==> src/rtl/pulse_period_monitor.sv <==
// ---------------------------------------------------------------------------
// pulse_period_monitor
//   Receive-side checker for a periodic single-cycle tick. It measures the
//   interval between successive pulses and declares lock after LOCK_CNT
//   consecutive in-tolerance intervals. Once locked, it flags early and
//   missing pulses, keeps a sticky error and a saturating error count, and
//   exposes the last measured interval.
//
// Ports
//   clk      : single clock, all logic on posedge
//   rst      : asynchronous, active-low reset
//   sig      : pulse under test, sampled on posedge clk
//   clr      : synchronous clear of err / err_cnt (an error on the same edge wins)
//   locked   : high while the monitor is in LOCKED
//   early    : one-cycle pulse, early pulse seen while LOCKED
//   miss     : one-cycle pulse, overdue pulse seen while LOCKED
//   err      : sticky error flag
//   period   : last measured interval (updated on pulses in ACQ / LOCKED)
//   err_cnt  : saturating count of early + missing pulses while LOCKED
// ---------------------------------------------------------------------------
module pulse_period_monitor #(
  parameter int unsigned PERIOD   = 751,
  parameter int unsigned TOL      = 0,
  parameter int unsigned CBITS    = 10,
  parameter int unsigned LOCK_CNT = 4
) (
  input  logic             clk,
  input  logic             rst,
  input  logic             sig,
  input  logic             clr,
  output logic             locked,
  output logic             early,
  output logic             miss,
  output logic             err,
  output logic [CBITS-1:0] period,
  output logic [7:0]       err_cnt
);

  typedef enum logic [1:0] {
    S_IDLE   = 2'd0,
    S_ACQ    = 2'd1,
    S_LOCKED = 2'd2
  } state_e;

  localparam logic [CBITS-1:0] WIN_LO = CBITS'(PERIOD - TOL);
  localparam logic [CBITS-1:0] WIN_HI = CBITS'(PERIOD + TOL);
  localparam logic [3:0]       LOCK_N = 4'(LOCK_CNT);

  state_e           state_q, state_d;
  logic [CBITS-1:0] cnt_q, cnt_d;
  logic [3:0]       good_q, good_d;

  logic             locked_q, locked_d;
  logic             early_q, early_d;
  logic             miss_q, miss_d;
  logic             err_q, err_d;
  logic [CBITS-1:0] period_q, period_d;
  logic [7:0]       err_cnt_q, err_cnt_d;

  // Classification of the interval that ends on this edge (pre-update cnt).
  logic iv_good, iv_early, timeout;
  logic early_ev, miss_ev, load_period;

  assign iv_early = (cnt_q < WIN_LO);
  assign iv_good  = (cnt_q >= WIN_LO) && (cnt_q <= WIN_HI);
  // First edge at which a pulse is overdue.
  assign timeout  = !sig && (cnt_q == WIN_HI);

  // Interval counter: restarts at 1 on a pulse, otherwise counts and saturates.
  always_comb begin
    if (sig)                cnt_d = CBITS'(1);
    else if (&cnt_q)        cnt_d = cnt_q;
    else                    cnt_d = cnt_q + CBITS'(1);
  end

  // Next-state logic.
  always_comb begin
    // NOTE: every signal gets a default before the case so no latch is inferred.
    state_d     = state_q;
    good_d      = good_q;
    early_ev    = 1'b0;
    miss_ev     = 1'b0;
    load_period = 1'b0;
    unique case (state_q)
      S_IDLE: begin
        // The first pulse only establishes a reference.
        if (sig) begin
          state_d = S_ACQ;
          good_d  = '0;
        end
      end
      S_ACQ: begin
        if (sig) begin
          load_period = 1'b1;
          if (iv_good) begin
            if (good_q + 4'd1 == LOCK_N) begin
              state_d = S_LOCKED;
              good_d  = '0;
            end else begin
              good_d = good_q + 4'd1;
            end
          end else if (iv_early) begin
            good_d = '0;  // restart acquisition from this pulse
          end
        end else if (timeout) begin
          state_d = S_IDLE;
          good_d  = '0;
        end
      end
      S_LOCKED: begin
        if (sig) begin
          load_period = 1'b1;
          if (iv_early) begin
            early_ev = 1'b1;
            state_d  = S_ACQ;  // this pulse becomes the new reference
            good_d   = '0;
          end
        end else if (timeout) begin
          miss_ev = 1'b1;
          state_d = S_IDLE;
          good_d  = '0;
        end
      end
      default: begin
        state_d = S_IDLE;
        good_d  = '0;
      end
    endcase
  end

  // Output logic (registered below).
  always_comb begin
    locked_d  = (state_d == S_LOCKED);
    early_d   = early_ev;
    miss_d    = miss_ev;
    period_d  = load_period ? cnt_q : period_q;
    err_d     = err_q;
    err_cnt_d = err_cnt_q;
    if (clr) begin
      err_d     = 1'b0;
      err_cnt_d = '0;
    end
    // An error on the same edge as clr wins: the count restarts at 1.
    if (early_ev || miss_ev) begin
      err_d = 1'b1;
      if (clr)                err_cnt_d = 8'd1;
      else if (&err_cnt_q)    err_cnt_d = err_cnt_q;
      else                    err_cnt_d = err_cnt_q + 8'd1;
    end
  end

  // State and output registers.
  always_ff @(posedge clk or negedge rst) begin
    if (!rst) begin
      state_q   <= S_IDLE;
      cnt_q     <= '0;
      good_q    <= '0;
      locked_q  <= 1'b0;
      early_q   <= 1'b0;
      miss_q    <= 1'b0;
      err_q     <= 1'b0;
      period_q  <= '0;
      err_cnt_q <= '0;
    end else begin
      // NOTE: sequential state uses non-blocking assignments so every flop
      // samples the pre-edge values regardless of statement order.
      state_q   <= state_d;
      cnt_q     <= cnt_d;
      good_q    <= good_d;
      locked_q  <= locked_d;
      early_q   <= early_d;
      miss_q    <= miss_d;
      err_q     <= err_d;
      period_q  <= period_d;
      err_cnt_q <= err_cnt_d;
    end
  end

  assign locked  = locked_q;
  assign early   = early_q;
  assign miss    = miss_q;
  assign err     = err_q;
  assign period  = period_q;
  assign err_cnt = err_cnt_q;

endmodule

==> config.mk <==
export PLATFORM = sky130hd
export DESIGN_NAME = pulse_period_monitor
export DESIGN_NICKNAME = d
export VERILOG_FILES = /design/src/rtl/pulse_period_monitor.sv
export SDC_FILE = /design/constraint.sdc
export NUM_CORES = 1
export LEC_CHECK = 0
export ABC_AREA = 1
export BUFFER_PORTS_ARGS = -buffer_cell sky130_fd_sc_hd__buf_4
export CAP_MARGIN = 0
export CORE_MARGIN = 2
export CORE_UTILIZATION = 55
export DETAILED_ROUTE_END_ITERATION = 6
export PLACE_DENSITY = 0.76
export REMOVE_ABC_BUFFERS = 1
export SLEW_MARGIN = 15
export SYNTH_ARGS = -nofsm -noshare
export SYNTH_HDL_FRONTEND = slang
export SYNTH_SLANG_ARGS = --single-unit
==> constraint.sdc <==
create_clock -name clk -period 2.1 [get_ports clk]
set_input_delay 0.525 -clock clk [delete_from_list [all_inputs] [get_ports clk]]
set_output_delay 0.525 -clock clk [all_outputs]
set_load 0.01 [all_outputs]
==> reports/metrics.cfg, run 1 <==
[floorplan]
core_area_um2=3690
num_rows=22
die_x_um=66.4
fp.dieH_um=66.4
start_util_pct=58.0
dieArea_um2=4410
io_pins=26

[power]
ir_drop_v=0.000403
power_frac_clock_pct=33.0
swShare_pct=27.8
power_per_cell_area_nw_per_um2=690
p_seq_share_pct=47.1
comb_power_share_pct=19.9
p_sw_uw=479
p_int_uw=1240
power.leakage_uw=0.00136

[setup_path]
crit_path_end_kind=register
worst-path-buf-inv=0
start_kind=register
cp_slowest_cell=dfrtp_1
worstSetupPathType=reg -> reg
critPathRequiredTime_ps=2280
cpMostUsedCell=nand2_2
crit_chain=ha_1 -> nand2_2 -> nor2_4 -> nand2_2 -> nor2_8 -> nand3_4 -> nand3_2 -> nand2_2 -> nand2_1 -> nand2_1
path_delay_family=simple AND/OR/NAND/NOR gates
cp_max_fo=8
critical_path_arrival_ps=1890
slowest_delay_ps=410

[finish]
nets=311
syn_to_final_growth_pct=16.5
finish.utilization_pct=67.6
fillers=318
register_area_um2=951
drive_gt1_share_pct=20.3
antenna_cells=0
multi_input_area_um2=1030

[synthesis]
synthXorXnorAreaFrac_pct=1.64
ys_seq_area_share_pct=44.4
synthDistinctLibCells=30
synth-edff-count=0
syn-mean-instance-area_um2=7.93
async_flop_share_pct=100
yosys_register_bits=38
synthCells=270
synth_area_um2=2140
synthSimpleGateAreaFrac_pct=32.6
synth_top_family_by_area=simple AND/OR/NAND/NOR gates
synth_fa_ha_area_share_pct=4.09
yosysWarnings=0
synth_compound_area_share_pct=8.30
synth_flop_cell=dfrtp_1
synthMuxAreaShare_pct=1.58

[sta]
final-hold-violation-count=0
skew_ps=3.99
relSlewSlack_pct=68.2
post-route-period-util_pct=81.7
maxSlewViolCount=0
fin_hold_ws_ps=204
fmax_mhz=583
setup_tns_ps=0
finalSetupViolations=0
fin_crit_ps=1720
rsz0062_at_grt=no
worstMarginPinSlew_ps=477

[global_routing]
grt_use_total_pct=21.5
top_usage_layer=met2
grt_max_degree=39
antenna_found_initial=0
grt_pass1_vias=1716
gr-usage-met1_pct=28.7
grt_pass1_wl_mm=7.33
use_met2_pct=34.4
grt_overflow=0
grt_use_met3_pct=5.28

[clock_tree]
cts_max_level=2
ctsResizeCount=0
cts.sinks=38
cts.clk_slew.worst_paths_ps=70
cts_root_buf=clkbuf_8
cts_setup_buffers=0
ctsHoldBuffers=0
insertion_delay_ps=280
ctsLongestPathBuffers=2
cts_tree=built
numCtsBuffers=5

[routing]
first_pass_iters=4
postRouteAntennaNets=0
drt_iter0_markers=179
drc=0
vias=1820
finalWirelength_mm=4.09
routedWlPerCell_um=11.7
vias_per_cell=5.21

[placed_design]
gp_congestion=0.904
portBuffers=25
dpl.hpwl_mm=3.01

[run_status]
outcome=completed

[run]
drv_cap=0

[hold_path]
min_path_type=in -> async

[power groups by stage]
| stage | clock, µW | sequential, µW | combinational (µW) |
|---|---|---|---|
| 2_1_floorplan | 0 | 831 | 208 |
| 3_3_place_gp | 0 | 823 | 344 |
| 3_5_place_dp | 0 | 825 | 343 |
| 4_1_cts | 589 | 810 | 346 |
| 5_1_grt | 623 | 817 | 393 |
| 6_report | 568 | 810 | 343 |
[flip-flops by register name (all words and copies together), names as in the netlist]
signal   cells
locked       1
state_q      2
err_cnt      8
good_q       4
early        1
err          1
miss         1
cnt_q       10
period      10
[final timing paths]
check | startpoint | cells past startpoint | slack (ps) | endpoint
min reg2reg | period[9] | 2 | 490 | period[9]
min | rst | 1 | 200 | period[1]
max in group asynchronous | rst | 1 | 1570 | err_cnt[7]
max reg2reg | cnt_q[0] | 10 | 380 | err_cnt[0]
max | cnt_q[0] | 10 | 380 | err_cnt[0]
min in group clk | period[9] | 2 | 490 | period[9]
[synthesized netlist by cell type (2+ instances only)]
| master | n | area [µm²] |
|---|---|---|
| ha_1 | 7 | 87.6 |
| inv_2 | 2 | 7.51 |
| nand3_1 | 21 | 105 |
| a31oi_1 | 2 | 12.5 |
| nor2_2 | 3 | 18.8 |
| nand4_1 | 9 | 56.3 |
| nand2_1 | 82 | 308 |
| a21oi_1 | 6 | 30.0 |
| dfrtp_1 | 38 | 951 |
| mux2_2 | 3 | 33.8 |
| nor2_1 | 11 | 41.3 |
| nand3_2 | 2 | 20.0 |
| o21ai_0 | 17 | 85.1 |
| xor2_1 | 3 | 26.3 |
| nand2_2 | 8 | 50.1 |
| nor2_4 | 2 | 22.5 |
| nor3_1 | 4 | 20.0 |
| buf_2 | 3 | 15.0 |
| a211oi_1 | 2 | 15.0 |
| inv_1 | 35 | 131 |
[cell type report]
class                   instances  share of cell area [%]
repair buffers                 27                    8.12
multi-input cells             191                    41.4
flip-flops and latches         38                    38.1
well taps                      48                    2.41
inverters                      37                    5.57
clock buffers                   8                    4.41
[cells by family after synthesis]
kind of cell	after synthesis
AO/OA/AOI/OAI	31
AND/OR/NAND/NOR	146
multiplexers	3
buffers and inverters	41
adder cells (fa/ha/maj)	7
XOR/XNOR	4
flip-flops	38
[placed cells by master (no fill, tap or decap)]
cell type  instances
inv_1             35
nor3_1             4
nand3_2            2
o31ai_1            1
nand4_1            9
a21oi_1            6
ha_1               7
xor2_1             3
o22ai_1            1
dfrtp_1           38
nand2_1           82
mux2_2             3
nor2_4             2
nor2_2             3
inv_2              2
nand4_2            1
or2_2              1
nand3_1           21
nor2_8             1
a21oi_2            1
xnor2_1            1
nand2_2            8
nand3_4            1
a211oi_1           2
a211oi_2           1
clkbuf_8           8
nor2_1            11
buf_4             27
a31oi_1            2
o21ai_0           17
[worst register-to-register path: stages, from the launching register on]
cell     delay [ps]
dfrtp_1         410
ha_1            240
nand2_2          80
nor2_4          150
nand2_2         110
nor2_8          160
nand3_4         110
nand3_2          90
nand2_2         120
nand2_1          90
nand2_1          50
[through the flow]
step / cells / setup slack, ps / area [µm²] / power (µW)
4_1_cts: 349 / 382 / 2490 / 1740
2_1_floorplan: 266 / 580 / 2120 / 1040
5_1_grt: 349 / 212 / 2490 / 1830
3_3_place_gp: 341 / 442 / 2380 / 1170
3_5_place_dp: 341 / 393 / 2380 / 1170
6_report: 349 / 385 / 2490 / 1720
[per-layer routing]
layer	wire length, µm	part of all wire [%]	up-vias
met1	1960	48	842
met2	1860	46	45
li1	-	-	927
met4	53	1.3	0
met3	214	5.2	6
met5	0	0	-
Note: power is estimated with default switching activity, not from simulation.
==> inputs of run 2 (changes only) <==
--- a/config.mk
+++ b/config.mk
@@ -9,9 +9,9 @@
 export BUFFER_PORTS_ARGS = -buffer_cell sky130_fd_sc_hd__buf_4
 export CAP_MARGIN = 0
 export CORE_MARGIN = 2
-export CORE_UTILIZATION = 55
+export CORE_UTILIZATION = 52
 export DETAILED_ROUTE_END_ITERATION = 6
-export PLACE_DENSITY = 0.76
+export PLACE_DENSITY = 0.75
 export REMOVE_ABC_BUFFERS = 1
 export SLEW_MARGIN = 15
 export SYNTH_ARGS = -nofsm -noshare
==> constraint.sdc (replaced) <==
create_clock -name clk -period 1.38 [get_ports clk]
set_input_delay 0.345 -clock clk [delete_from_list [all_inputs] [get_ports clk]]
set_output_delay 0.345 -clock clk [all_outputs]
set_load 0.01 [all_outputs]
==> reports/metrics.cfg, run 2 (synthesized netlist as in run 1, its figures left out) <==
[power]
power.leakage_uw=0.00166  ; +22%
power_per_cell_area_nw_per_um2=884  ; +28%
ir_drop_v=0.000523  ; +30%

[floorplan]
io_pins=26  ; unchanged
start_util_pct=53.9  ; -4.1 points
die_x_um=68.2  ; +2.7%
dieArea_um2=4650  ; +5.4%
core_area_um2=3970  ; +7.7%
fp.dieH_um=68.2  ; +2.7%
num_rows=23  ; +4.5%

[setup_path]
crit_chain=ha_2 -> nand3_2 -> nor2_2 -> nand2_1 -> inv_2 -> nand4_1 -> nand2_8 -> nand2_2 -> nand2_1
start_kind=register
crit_path_end_kind=register
cp_slowest_cell=dfrtp_1
worstSetupStartpoint=err_cnt[0]
critical_path_arrival_ps=1900  ; about the same
cp_max_fo=8  ; unchanged
critPathRequiredTime_ps=1610  ; -670 ps
slowest_delay_ps=380  ; -30 ps
path_delay_family=simple AND/OR/NAND/NOR gates
worst-path-buf-inv=1  ; +1
worstSetupPathType=reg -> reg
cpMostUsedCell=nand2_1
reg2reg_from=err_cnt[0]

[run_status]
outcome=finished with violations
violations=negative setup slack

[finish]
nets=354  ; +14%
final_cells=394  ; +13%
fillers=233  ; -27%
layout_common_cells=64 x nand2_1, 63 x buf_4, 38 x dfrtp_1
antenna_cells=0  ; unchanged
mostFrequentLayoutCell=nand2_1
finish.utilization_pct=77.6  ; +10 points
drive_gt1_share_pct=41.9  ; +22 points
syn_to_final_growth_pct=44.0

[routing]
postRouteAntennaNets=0  ; unchanged
vias_per_cell=5.56  ; +6.6%
routedWlPerCell_um=15.4  ; +32%
first_pass_iters=4  ; unchanged
drc=0  ; unchanged
finalWirelength_mm=6.08  ; +49%
vias=2191  ; +20%
drt_iter0_markers=197  ; +10%

[placed_design]
dpl.hpwl_mm=3.44  ; +14%
gp_congestion=0.919  ; +1.6%
place_ws_ps=-216  ; -608 ps
dp.cells=377  ; +11%
portBuffers=25  ; unchanged

[sta]
rsz0062_at_grt=yes
setup_ws_ps=-287  ; -672 ps
fmax_mhz=600  ; +2.9%
finalSetupViolations=27  ; +27
post-route-period-util_pct=121  ; +39 points
maxSlewViolCount=0  ; unchanged
fin_hold_ws_ps=7.79  ; -196 ps
skew_ps=8.45  ; +4.46 ps
fin_crit_ps=1670  ; -48.2 ps
setup_tns_ps=-4040  ; -4040 ps
relSlewSlack_pct=68.1  ; -0.099 points
worstMarginPinSlew_ps=478  ; +1.48 ps
final-hold-violation-count=0  ; unchanged

[global_routing]
grt_pass1_vias=1961  ; +14%
grt_overflow=0  ; unchanged
grt_pass1_wl_mm=8.51  ; +16%
grt_use_total_pct=24.3  ; +2.8 points
grt_max_degree=39  ; unchanged
antenna_found_initial=0  ; unchanged

[clock_tree]
insertion_delay_ps=290  ; about the same
numCtsBuffers=5  ; unchanged
cts.sinks=38  ; unchanged
cts_root_buf=clkbuf_8
cts.clk_slew.worst_paths_ps=80  ; about the same
ctsLongestPathBuffers=2  ; unchanged
cts_max_level=2  ; unchanged
cts_tree=built

[run]
drv_cap=0  ; unchanged

[hold_path]
min_path_type=in -> async

run 2: worst reg2reg max path, stage by stage (launching register included):
cell and delay, ps:
dfrtp_1 380, ha_2 210, nand3_2 100, nor2_2 120, nand2_1 100, inv_2 100, nand4_1 240, nand2_8 210
nand2_2 70, nand2_1 80
run 2: stage by stage:
stage	total power, µW	instance area [µm²]
6_report	2730	3080
5_1_grt	2860	3080
4_1_cts	2650	2830
3_5_place_dp	1840	2640
3_3_place_gp	1830	2640
2_1_floorplan	1580	2120
run 2: where the power goes:
group          switching (µW)  leakage [µW]  internal, µW  total (µW)
Clock                     405     0.0000472           402         807
Sequential               43.2      0.000518          1180        1220
Combinational             405       0.00110           292         697
Total                     853       0.00166          1870        2730
run 2: timing repair:
action | in CTS | in global routing
pin swaps | 5 | 18
setup buffers | 5 | 7
resized for setup | 15 | 57
hold buffers | 0 | 0
endpoints found under the setup margin | 24 | 33
run 2: worst paths after layout:
check                      cells past startpoint  slack [ps]         end
min                                            1           8   period[5]
max reg2reg                                    9        -290  err_cnt[2]
min reg2reg                                    2         490   period[6]
min in group clk                               3         300    cnt_q[0]
max                                            9        -290  err_cnt[2]
max in group asynchronous                      1        1030   good_q[3]
run 2: cell type report:
| cell class | count | area, µm² | area share, % |
|---|---|---|---|
| Clock buffer | 6 | 82.6 | 2.68 |
| Clock inverter | 2 | 12.5 | 0.406 |
| Inverter | 37 | 139 | 4.50 |
| Multi-Input combinational cell | 191 | 1280 | 41.6 |
| Sequential cell | 38 | 951 | 30.8 |
| Tap cell | 50 | 62.6 | 2.03 |
| Timing Repair Buffer | 70 | 552 | 17.9 |
run 2: per-layer routing:
metal / wire length, µm / track usage, %
met3: 292 / 5.10
met2: 3030 / 39.3
met4: 184 / 12.0
met5: 0 / 0
met1: 2570 / 30.9
==> inputs of run 3 (changes only) <==
--- a/config.mk
+++ b/config.mk
@@ -9,11 +9,13 @@
 export BUFFER_PORTS_ARGS = -buffer_cell sky130_fd_sc_hd__buf_4
 export CAP_MARGIN = 0
 export CORE_MARGIN = 2
-export CORE_UTILIZATION = 52
+export CORE_UTILIZATION = 50
+export CTS_BUF_LIST = sky130_fd_sc_hd__clkbuf_16
 export DETAILED_ROUTE_END_ITERATION = 6
-export PLACE_DENSITY = 0.75
+export PLACE_DENSITY = 0.73
 export REMOVE_ABC_BUFFERS = 1
 export SLEW_MARGIN = 15
 export SYNTH_ARGS = -nofsm -noshare
 export SYNTH_HDL_FRONTEND = slang
 export SYNTH_SLANG_ARGS = --single-unit
+export TNS_END_PERCENT = 20
==> reports/metrics.cfg, run 3 (synthesized netlist as in run 1, its figures left out) <==
[setup_path]
cp_slowest_cell=dfrtp_1
reg2reg_from=cnt_q[0]
start_kind=register
crit_chain=ha_2 -> nand2_2 -> nor2_4 -> nand2_4 -> nor2_8 -> nand3_4 -> nand3_2 -> nand2_4 -> nand2_1 -> nand2_1
r2r-end=err_cnt[7]
r2r_cells=10  ; +1
slowest_delay_ps=350  ; -30 ps
reg2reg_slack_ps=-200  ; +90 ps
worstSetupPathType=reg -> reg
crit_path_end_kind=register
path_delay_family=simple AND/OR/NAND/NOR gates
cp_num_cells=10  ; +1
critPathRequiredTime_ps=1540  ; -70 ps
critical_path_arrival_ps=1740  ; -160 ps
cp_max_fo=8  ; unchanged
worst-path-buf-inv=0  ; -1

[floorplan]
io_pins=26  ; unchanged
num_rows=23  ; unchanged
die_x_um=69.4  ; +1.9%
dieArea_um2=4820  ; +3.8%
start_util_pct=52.8  ; -1.1 points
fp.dieH_um=69.4  ; +1.9%
core_area_um2=4060  ; +2.2%

[sta]
skew_ps=2.72  ; -5.73 ps
relSlewSlack_pct=68.6  ; +0.48 points
worstMarginPinSlew_ps=471  ; -7.21 ps
post-route-period-util_pct=114  ; -6.6 points
final-hold-violation-count=0  ; unchanged
rsz0062_at_grt=yes
setup_ws_ps=-196  ; +90.6 ps
fin_crit_ps=1580  ; -90.6 ps
fmax_mhz=634  ; +5.7%
finalSetupViolations=26  ; -3.7%
maxSlewViolCount=0  ; unchanged

[placed_design]
gp_congestion=0.829  ; -9.8%
portBuffers=25  ; unchanged
dpl_cell_area_um2=2640  ; -0.28%
dpl.hpwl_mm=3.38  ; -1.7%
place_ws_ps=-232  ; -16.2 ps
dp.cells=376  ; -0.27%

[routing]
drc=0  ; unchanged
routedWlPerCell_um=12.9  ; -16%
drt-met1-wl_mm=2.28  ; -11%
met3_length_um=218  ; -25%
finalWirelength_mm=5.01  ; -17%
wl_met2_mm=2.45  ; -19%
vias=2008  ; -8.4%
vias_per_cell=5.18  ; -6.9%
dr.max_layer_used=met4
first_pass_iters=4  ; unchanged
postRouteAntennaNets=0  ; unchanged
drt_iter0_markers=117  ; -41%

[run]
drv_cap=0  ; unchanged

[clock_tree]
cts_root_buf=clkbuf_16
ctsHoldBuffers=0  ; unchanged
cts.clk_slew.worst_paths_ps=60  ; -20 ps
cts_max_level=2  ; unchanged
ctsLongestPathBuffers=2  ; unchanged
cts_tree=built
numCtsBuffers=5  ; unchanged
insertion_delay_ps=280  ; about the same
cts.sinks=38  ; unchanged

[global_routing]
grt_max_degree=39  ; unchanged
antenna_found_initial=0  ; unchanged
grt_use_total_pct=22.0  ; -2.3 points
grt_pass1_wl_mm=8.71  ; +2.3%
grt_overflow=0  ; unchanged
grt_pass1_vias=1972  ; +0.56%

[finish]
fillers=303  ; +30%
antenna_cells=0  ; unchanged
layout_common_cells=79 x nand2_1, 65 x buf_4, 38 x dfrtp_1
finalInstanceArea_um2=2880  ; -6.5%
finish.utilization_pct=71.0  ; -6.6 points
syn_to_final_growth_pct=34.7
nets=349  ; -1.4%
mostFrequentLayoutCell=nand2_1
drive_gt1_share_pct=32.5  ; -9.3 points
final_cells=388  ; -1.5%

[hold_path]
min_path_type=in -> async

[power]
power.leakage_uw=0.00158  ; -5.2%
power_uw=2920  ; +7.1%
ir_drop_v=0.000582  ; +11%
power_per_cell_area_nw_per_um2=1010  ; +15%

[run_status]
violations=negative setup slack
outcome=finished with violations

[run 3: stage by stage]
step | hold WS (ps) | setup TNS (ps)
global route | 75.3 | -6120
floorplan | 49.4 | -1800
finish | 27.5 | -2990
global placement | 337 | -1950
CTS | 47.9 | -1970
detailed placement | 341 | -2870
[run 3: cell type report]
type                            count  area, µm²  area share [%]
Multi-Input combinational cell    191       1110            38.4
Sequential cell                    38        951            33.0
Timing Repair Buffer               65        488            16.9
Inverter                           37        139            4.82
Clock buffer                        5        125            4.34
Tap cell                           50       62.6            2.17
Clock inverter                      2       10.0           0.347
[run 3: metal layers]
layer / up-vias / global-route usage, %
li1: 1004 / -
met1: 948 / 28.1
met2: 47 / 37.6
met3: 9 / 4.65
met4: 0 / 6.32
met5: - / 0
[run 3: worst max-delay path by stage]
stage | start | end | slack, ps
3_3_place_gp | cnt_q[0] | err_cnt[4] | -160
4_1_cts | cnt_q[1] | err_cnt[1] | -150
3_5_place_dp | cnt_q[0] | err_cnt[7] | -230
6_report | cnt_q[0] | err_cnt[7] | -200
5_1_grt | cnt_q[0] | err_cnt[7] | -300
2_1_floorplan | state_q[0] | period[0] | -140
[run 3: worst reg2reg max path, stage by stage, from the launching register on]
cell	delay (ps)
dfrtp_1	350
ha_2	220
nand2_2	80
nor2_4	130
nand2_4	80
nor2_8	140
nand3_4	120
nand3_2	110
nand2_4	80
nand2_1	80
nand2_1	60
[run 3: repair_timing]
item	in CTS	in global routing
setup endpoints to repair	29	35
gates resized for setup	11	9
setup buffers	3	2
pin swaps	3	4
hold endpoints to repair	0	0
[run 3: where the power goes]
part	internal, µW	total, µW	switching [µW]
combinational	270	631	360
sequential	1180	1220	35.8
clock	651	1070	420
total	2100	2920	817
